**src/rtl/conv_addr_gen.sv**
```systemverilog
// conv_addr_gen: sliding KxK window address generator for the convolution datapath.
// Scans every window position of an IMG_H x IMG_W row-major image and emits one
// pixel address per accepted valid/ready handshake, flagging the first and last
// address of each window so the MAC stage knows when to start and flush.
// Optional feature: define CONV_ADDR_STALL_CNT_EN to add a saturating stall_cnt output
// that counts cycles where addr_valid=1 and addr_ready=0.
module conv_addr_gen #(
    parameter int IMG_W  = 16,
    parameter int IMG_H  = 16,
    parameter int K      = 3,
    parameter int ADDR_W = 8
) (
    input  logic              clk,
    input  logic              rst,
    input  logic              start,
    input  logic              clr,
    input  logic              addr_ready,
    output logic              addr_valid,
    output logic [ADDR_W-1:0] addr,
    output logic              win_first,
    output logic              win_last,
    output logic              busy,
    output logic              done
`ifdef CONV_ADDR_STALL_CNT_EN
    ,
    output logic [15:0]       stall_cnt
`endif
);

    // Counter widths; a width of at least one bit keeps degenerate sizes legal.
    localparam int RW = (IMG_H > 1) ? $clog2(IMG_H) : 1;
    localparam int CW = (IMG_W > 1) ? $clog2(IMG_W) : 1;
    localparam int KW = (K > 1) ? $clog2(K) : 1;

    typedef enum logic [1:0] {
        S_IDLE = 2'd0,
        S_RUN  = 2'd1,
        S_FIN  = 2'd2
    } state_t;

    state_t r_state, w_state_next;

    logic [RW-1:0] r_row, w_row_next;
    logic [CW-1:0] r_col, w_col_next;
    logic [KW-1:0] r_kr,  w_kr_next;
    logic [KW-1:0] r_kc,  w_kc_next;

    logic w_xfer;
    logic w_start_acc;
    logic w_kc_wrap;
    logic w_kr_wrap;
    logic w_col_wrap;
    logic w_row_wrap;
    logic w_last_xfer;

    assign w_xfer      = (r_state == S_RUN) && addr_ready;
    assign w_start_acc = (r_state == S_IDLE) && start;

    // Terminal values of each counter in the nested kc -> kr -> c -> r chain.
    assign w_kc_wrap   = (r_kc  == KW'(K - 1));
    assign w_kr_wrap   = (r_kr  == KW'(K - 1));
    assign w_col_wrap  = (r_col == CW'(IMG_W - K));
    assign w_row_wrap  = (r_row == RW'(IMG_H - K));
    assign w_last_xfer = w_kc_wrap && w_kr_wrap && w_col_wrap && w_row_wrap;

    // State register.
    always_ff @(posedge clk) begin
        if (rst) begin
            r_state <= S_IDLE;
        end else begin
            r_state <= w_state_next;
        end
    end

    // Next-state logic; clr overrides everything except rst.
    always_comb begin
        w_state_next = r_state;
        case (r_state)
            S_IDLE: if (start) w_state_next = S_RUN;
            S_RUN:  if (w_xfer && w_last_xfer) w_state_next = S_FIN;
            S_FIN:  w_state_next = S_IDLE;
            default: w_state_next = S_IDLE;
        endcase
        if (clr) begin
            w_state_next = S_IDLE;
        end
    end

    // Counter next values: cleared on abort/start, advanced only on a transfer.
    // The final transfer wraps every counter, leaving them at zero for IDLE.
    always_comb begin
        w_row_next = r_row;
        w_col_next = r_col;
        w_kr_next  = r_kr;
        w_kc_next  = r_kc;
        if (clr || w_start_acc) begin
            w_row_next = '0;
            w_col_next = '0;
            w_kr_next  = '0;
            w_kc_next  = '0;
        end else if (w_xfer) begin
            if (w_kc_wrap) begin
                w_kc_next = '0;
                if (w_kr_wrap) begin
                    w_kr_next = '0;
                    if (w_col_wrap) begin
                        w_col_next = '0;
                        w_row_next = w_row_wrap ? '0 : r_row + 1'b1;
                    end else begin
                        w_col_next = r_col + 1'b1;
                    end
                end else begin
                    w_kr_next = r_kr + 1'b1;
                end
            end else begin
                w_kc_next = r_kc + 1'b1;
            end
        end
    end

    // Counter registers.
    always_ff @(posedge clk) begin
        if (rst) begin
            r_row <= '0;
            r_col <= '0;
            r_kr  <= '0;
            r_kc  <= '0;
        end else begin
            r_row <= w_row_next;
            r_col <= w_col_next;
            r_kr  <= w_kr_next;
            r_kc  <= w_kc_next;
        end
    end

    // Outputs are pure functions of registered state, so they hold during stalls.
    assign addr_valid = (r_state == S_RUN);
    assign busy       = (r_state == S_RUN);
    assign done       = (r_state == S_FIN);
    assign addr       = ADDR_W'((32'(r_row) + 32'(r_kr)) * 32'(IMG_W)
                               + 32'(r_col) + 32'(r_kc));
    assign win_first  = addr_valid && (r_kr == '0) && (r_kc == '0);
    assign win_last   = addr_valid && w_kr_wrap && w_kc_wrap;

`ifdef CONV_ADDR_STALL_CNT_EN
    logic [15:0] r_stall_cnt;

    // Saturating count of back-pressured cycles; restarts with each scan.
    always_ff @(posedge clk) begin
        if (rst || clr || w_start_acc) begin
            r_stall_cnt <= '0;
        end else if ((r_state == S_RUN) && !addr_ready && (r_stall_cnt != 16'hFFFF)) begin
            r_stall_cnt <= r_stall_cnt + 16'd1;
        end
    end

    assign stall_cnt = r_stall_cnt;
`endif

endmodule

```
**config.mk**
```make
export PLATFORM = sky130hd
export DESIGN_NAME = conv_addr_gen
export DESIGN_NICKNAME = d
export VERILOG_FILES = /design/src/rtl/conv_addr_gen.sv
export SDC_FILE = /design/constraint.sdc
export NUM_CORES = 1
export LEC_CHECK = 0
export ABC_AREA = 1
export CORE_UTILIZATION = 46
export CTS_CLUSTER_SIZE = 25
export DETAILED_ROUTE_END_ITERATION = 8
export PLACE_DENSITY_LB_ADDON = 0.15
export SYNTH_ARGS = -nofsm -noshare
export SYNTH_HDL_FRONTEND = slang
export SYNTH_SLANG_ARGS = --single-unit
export TNS_END_PERCENT = 1
```
**constraint.sdc**
```tcl
create_clock -name clk -period 1.75 [get_ports clk]
set_input_delay 0.35 -clock clk [delete_from_list [all_inputs] [get_ports clk]]
set_output_delay 0.35 -clock clk [all_outputs]
set_load 0.02 [all_outputs]
```
Word-level counts from Yosys, hierarchy flattened
Cells that the tools add are included.
- word-level logic and storage cells: 47
- bits of input ports: 5
- register bits: 14
- output and inout bits: 13
- add/sub/neg operators: 7
- eq/ne operators: 8
- muxes and demuxes: 7
- reductions and logical operators: 20
- operators with widths (operator ; count):
    $logic_and A1 B1 Y1 ; 10
    $add A4 B1 Y4 const B ; 2
    $add A8 B2 Y8 ; 1
    $add A8 B4 Y8 ; 1
    $eq A4 B4 Y1 const B ; 2
    $mux W2 ; 4
    $mux W4 ; 2
    $eq A2 B2 Y1 const B ; 3
    $logic_not A2 Y1 ; 3
    $add A2 B1 Y2 const B ; 2
    $add A4 B2 Y4 ; 1
    $pmux W2 S2 ; 1
    $reduce_and A2 Y1 ; 2
    $reduce_and A4 Y1 ; 1
    $reduce_or A2 Y1 ; 2
    $reduce_and A3 Y1 ; 1
    $eq A2 B1 Y1 const B ; 1
    $ne A2 B1 Y1 const B ; 1
    $ne A2 B2 Y1 const B ; 1
    $logic_or A1 B1 Y1 ; 1

Longest topological paths before layout
Gate-level depths: netlist of the first run.
- word-level depth: 7
- gate-level depth with buffers: 8
- gate-level depth less buffers: 8

Worst setup path before layout of the first run
Ideal clock, no wire load.
- kind: register to output
- start: register r_kc[0]
- end: output addr[6]
- data required time: 1.400 ns
- path slack: -0.233 ns
- arrival time: 1.633 ns
- buffers on the path: 0
- stages on the path, launching flop included: 7
- cell sequence: dfxtp_1 > ha_1 > inv_1 > fa_1 > nor2_1 > nand3_1 > xnor2_1
- word-level cells in the longest chain between the ends: 1
- RTL lines (what ; line ; RTL):
    from (decl) ; 46 ; logic [KW-1:0] r_kc, w_kc_next;
    from (signal assigned) ; 132 ; r_kc <= w_kc_next;
    $add A8 B2 Y8 ; 141 ; + 32'(r_col) + 32'(r_kc));
    to (decl) ; 19 ; output logic [ADDR_W-1:0] addr,
Every way passes these cells.

Worst setup path in the final report of the first run
- start: register r_col[1]
- end: output addr[3]
- word-level cells in the longest chain between the ends: 2
- RTL lines (what ; line ; RTL):
    from (decl) ; 44 ; logic [CW-1:0] r_col, w_col_next;
    from (signal assigned) ; 130 ; r_col <= w_col_next;
    $add A8 B4 Y8 ; 141 ;
    $add A8 B2 Y8 ; 141 ;
Every way passes these cells.

==> results.sh, run 1 <==
export IMPL_cts_root_buf="clkbuf_4"
export IMPL_path_cells="buf_4, ha_1, a21oi_1, nor2_1, xor2_1, clkdlybuf4s15_2"
export IMPL_hold_class="flop to flop"
export IMPL_setup_ws_ps=-396.7
export IMPL_ys_warnings_count=0
export IMPL_fp_dieW_um=48.42
export IMPL_drc_errors=0
export IMPL_dr_pass1_iters=4
export IMPL_period_needed_ps=2147
export IMPL_fp_row_count=16
export IMPL_end_kind="output port"
export IMPL_syn_nets=151
export IMPL_ios=18
export IMPL_grt_pass1_vias=1103
export IMPL_ys_seq_area_share_pct=28.28
export IMPL_ir_worst_vdd_mv=0.4020
export IMPL_synth_cell_types=25
export IMPL_cts_tree="built"
export IMPL_syn_to_final_growth_pct=55.81
export IMPL_coreArea_um2=2002
export IMPL_relSlewSlack_pct=78.47
export IMPL_port_buffers=17
export IMPL_worst_pin_slew_ps=320.4
export IMPL_clk_pin_slew_ps=80
export IMPL_wire_per_inst_um=11.03
export IMPL_syn_area_per_cell_um2=7.078
export IMPL_antenna_found_initial=0
export IMPL_routed_via_density=4.931
export IMPL_p_total_uw=543.3
export IMPL_crit_arrival_ps=1800
export IMPL_regToRegSetupSlack_ps=230
export IMPL_grt_usage_pct=23.68
export IMPL_dp_cells=211
export IMPL_grt_overflow_total=0
export IMPL_die_area_um2=2344
export IMPL_drv_slew=0
export IMPL_num_antenna_cells=0
export IMPL_crit_fanout=3
export IMPL_setup_viol=7
export IMPL_grt_max_degree=8
export IMPL_p_per_area_nw_per_um2=351.9
export IMPL_status="complete, but fails checks"
export IMPL_hold_buffers=0
export IMPL_cts_buffers=3
export IMPL_clock_path_buffers=2
export IMPL_htreeDepth=1
export IMPL_final_common_cell="buf_4"
export IMPL_drv_cap=0
export IMPL_pre_cts_slack_ps=-575.5
export IMPL_clock_latency_ps=270
export IMPL_final_cell_mix="buf_4, nand2_1, nor2_1"
export IMPL_leakagePower_nw=0.6615
export IMPL_failed_checks="setup timing"
export IMPL_drive_gt1_share_pct=41.27
export IMPL_slowest_stage="dfxtp_1"
export IMPL_final_nets=202
export IMPL_crit_required_ps=1400
export IMPL_critPathKind="flop to output port"
export IMPL_stdcell_count=216
export IMPL_grt_pass1_wl_um=4381
export IMPL_rsz0062_at_grt="true"
export IMPL_vias=1065
export IMPL_drtIter0Drc=25
export IMPL_postLayoutCellArea_um2=1544
export IMPL_synth_cells=140
export IMPL_timing_setup_tns_ps=-2043
export IMPL_die_y_um=48.42
export IMPL_synthesis_area_um2=991.0
export IMPL_gp_congestion=0.8863
export IMPL_timing_fmax_mhz=465.8
export IMPL_critPathMaxStageDelay_ps=320
export IMPL_clock_sinks=14
export IMPL_dp_hpwl_um=1868
export IMPL_clock_skew_ps=4.943
export IMPL_cp_start_kind="flop"
export IMPL_totalWireLength_um=2382
export IMPL_postRouteAntennaNets=0
export IMPL_place_area_um2=1454
export IMPL_start_util_pct=49.50
export IMPL_synth_seq_cells=14
export IMPL_hold_slack_ps=541.6
export IMPL_finalCritPeriodShare_pct=122.7
export IMPL_finalHoldViolCount=0
export IMPL_final_core_util_pct=77.13
[path summary, 6_finish.rpt]
| path | from | end | depth (start not counted) |
|---|---|---|---|
| max | r_col[1] | addr[3] | 6 |
| min | r_state[1] | r_state[0] | 3 |
| max reg2reg | r_kc[0] | r_col[3] | 9 |
| min reg2reg | r_state[1] | r_state[0] | 3 |
[logic make-up after synthesis]
family,count (synthesis),share of synthesized area [%]
buffers and inverters,22,8.712
AND/OR/NAND/NOR,66,34.22
adder cells (fa/ha/maj),6,9.091
AO/OA/AOI/OAI,24,12.63
XOR/XNOR,8,7.071
flip-flops,14,28.28
[routing by layer]
metal / part of all wire (%) / global-route usage (%) / vias to the layer above
met5: 0 / 0 / -
met3: 3.5 / 1.887 / 2
li1: - / - / 546
met4: 0.59 / 9.314 / 0
met2: 52 / 43.66 / 26
met1: 44 / 28.29 / 491
[report_power, final]
part / internal (mW) / total [mW] / switching (mW) / leakage [nW]
Combinational: 0.0208 / 0.0451 / 0.0243 / 0.533
Sequential: 0.320 / 0.321 / 0.00102 / 0.115
Clock: 0.0796 / 0.178 / 0.0979 / 0.0138
[area by class of cell]
cell class              count  area (um2)
multi-input cells         104       738.2
fillers                   160       457.9
repair buffers             47       385.4
flip-flops and latches     14       285.3
inverters                  21       78.83
well taps                  27       33.78
clock buffers               3       22.52
[registers in the layout (all words and copies together) (netlist names)]
| signal | cells |
|---|---|
| r_kr | 2 |
| r_kc | 2 |
| r_state | 2 |
| r_col | 4 |
| r_row | 4 |
[critical path, delay by kind of cell (launching register included)]
kind,cells,cell delay [ps]
and+or+nand+nor,1,90
AOI/OAI and AO/OA,1,210
adders and majority gates,1,280
buffers and inverters,2,430
DFF,1,320
xor gates and xnor gates,1,190
[Yosys cell counts]
cell type	count	share of area, %
a211oi_1	2	1.5
a21oi_1	13	6.6
buf_4	1	0.76
dfxtp_1	14	28
fa_1	2	4.0
ha_1	4	5.1
inv_1	18	6.8
inv_2	3	1.1
nand2_1	24	9.1
nand2_2	4	2.5
nand3_1	5	2.5
nand3_4	1	1.8
nand3b_1	1	0.76
nand4_1	1	0.63
nor2_1	19	7.2
nor2_2	2	1.3
nor2_4	5	5.7
nor3_1	1	0.50
nor3_2	1	1.0
nor4_1	1	0.63
o21ai_0	8	4.0
o21ai_1	1	0.50
or2_1	1	0.63
xnor2_1	2	1.8
xor2_1	6	5.3
[what timing repair did]
| action | 4_1_cts | 5_1_grt |
|---|---|---|
| setup endpoints to repair | 13 | 9 |
| pin swaps | 9 | 5 |
| gates resized for setup | 59 | 8 |
| setup buffers | 1 | 1 |
No activity file was read; power rests on OpenSTA's default activity.
==> run 2: changes to the inputs <==
==> constraint.sdc (replaced) <==
create_clock -name clk -period 1.89 [get_ports clk]
set_input_delay 0.378 -clock clk [delete_from_list [all_inputs] [get_ports clk]]
set_output_delay 0.378 -clock clk [all_outputs]
set_load 0.02 [all_outputs]
==> results.sh, run 2 (synthesized netlist as in run 1, its figures left out) <==
export IMPL_status="complete, but fails checks"
export IMPL_failed_checks="setup timing"
export IMPL_clk_pin_slew_ps=90
export IMPL_setup_ws_ps=-267.9
export IMPL_p_per_area_nw_per_um2=380.9
export IMPL_cts_root_buf="clkbuf_4"
export IMPL_final_nets=196
export IMPL_worst_pin_slew_ps=362.9
export IMPL_wire_per_inst_um=10.61
export IMPL_drtIter0Drc=15
export IMPL_crit_fanout=3
export IMPL_end_kind="output port"
export IMPL_fp_row_count=16
export IMPL_cts_buffers=3
export IMPL_htreeDepth=1
export IMPL_die_y_um=48.42
export IMPL_ios=18
export IMPL_coreArea_um2=2002
export IMPL_timing_fmax_mhz=463.4
export IMPL_crit_arrival_ps=1780
export IMPL_drv_slew=0
export IMPL_finalHoldViolCount=0
export IMPL_grt_pass1_wl_um=3919
export IMPL_crit_start="r_row[0]"
export IMPL_drc_errors=0
export IMPL_finalCritPeriodShare_pct=114.2
export IMPL_critPathKind="flop to output port"
export IMPL_grt_max_degree=9
export IMPL_crit_required_ps=1510
export IMPL_pre_cts_slack_ps=-467.7
export IMPL_cp_start_kind="flop"
export IMPL_leakagePower_nw=0.6333
export IMPL_drive_gt1_share_pct=38.59
export IMPL_ir_worst_vdd_mv=0.3315
export IMPL_port_buffers=17
export IMPL_antenna_found_initial=0
export IMPL_worstReg2RegStart="r_kc[0]"
export IMPL_routed_via_density=4.834
export IMPL_vias=1020
export IMPL_period_needed_ps=2158
export IMPL_num_antenna_cells=0
export IMPL_postRouteAntennaNets=0
export IMPL_grt_usage_pct=21.79
export IMPL_start_util_pct=49.50
export IMPL_clock_path_buffers=2
export IMPL_gp_congestion=0.7514
export IMPL_regToRegSetupSlack_ps=480
export IMPL_crit_path_end="addr[5]"
export IMPL_fp_dieW_um=48.42
export IMPL_dp_hpwl_um=1773
export IMPL_grt_pass1_vias=966
export IMPL_clock_sinks=14
export IMPL_clock_skew_ps=1.285
export IMPL_relSlewSlack_pct=75.62
export IMPL_final_cell_mix="buf_4, nand2_1, nor2_1"
export IMPL_final_common_cell="buf_4"
export IMPL_drv_cap=0
export IMPL_hold_class="flop to flop"
export IMPL_hold_buffers=0
export IMPL_setup_viol=6
export IMPL_grt_overflow_total=0
export IMPL_rsz0062_at_grt="true"
export IMPL_r2r_end="r_col[1]"
export IMPL_r2r_cells=8
export IMPL_totalWireLength_um=2238
export IMPL_die_area_um2=2344
export IMPL_syn_to_final_growth_pct=48.86
export IMPL_clock_latency_ps=290
export IMPL_timing_setup_tns_ps=-1075
export IMPL_dr_pass1_iters=4
export IMPL_final_core_util_pct=73.69
export IMPL_reg_largest_list="r_col: 4 flops, r_row: 4 flops"
export IMPL_cts_tree="built"
[run 2: final cells by class]
type                    count  area [um2]
multi-input cells         104       708.2
well taps                  27       33.78
clock buffers               4       36.28
inverters                  21       78.83
repair buffers             41       331.6
fillers                   166       526.8
flip-flops and latches     14       286.5
[run 2: worst min-delay path by stage]
stage	endpoint	cells past startpoint	from
after CTS	r_row[3]	2	r_row[3]
after floorplan	r_col[1]	2	r_col[1]
after global routing	r_row[3]	2	r_row[3]
after global placement	r_row[3]	2	r_row[3]
after detailed placement	r_row[3]	2	r_row[3]
final	r_row[3]	2	r_row[3]
[run 2: through the flow]
step	instances	hold slack, ps	total power [mW]	cell area [um2]
final	211	547.9	0.5619	1475
after global routing	211	578.4	0.5800	1475
after CTS	210	548.6	0.5665	1426
after detailed placement	206	535.8	0.3465	1381
after global placement	206	534.8	0.3457	1381
after floorplan	140	484.0	0.3269	1012
[run 2: worst max-delay path, cell delays in order (launching register included)]
cell	delay [ps]
dfxtp_2	340
ha_4	160
fa_2	570
buf_4	120
xor2_1	130
buf_4	160
[run 2: metal layers]
metal	GRT usage, %	share of wire (%)
met2	38.26	51
met1	25.10	43
met3	2.830	2.5
met4	13.24	2.8
met5	0	0
[run 2: repair_timing]
action / 4_1_cts / 5_1_grt
setup endpoints to repair: 12 / 9
gates resized for setup: 48 / 16
pin swaps: 5 / 4
buffers inserted: 0 / 1
[run 2: power by group]
group / internal (mW) / switching (mW)
sequential: 0.296 / 0.000844
combinational: 0.0182 / 0.0222
clock: 0.118 / 0.107
total: 0.432 / 0.130
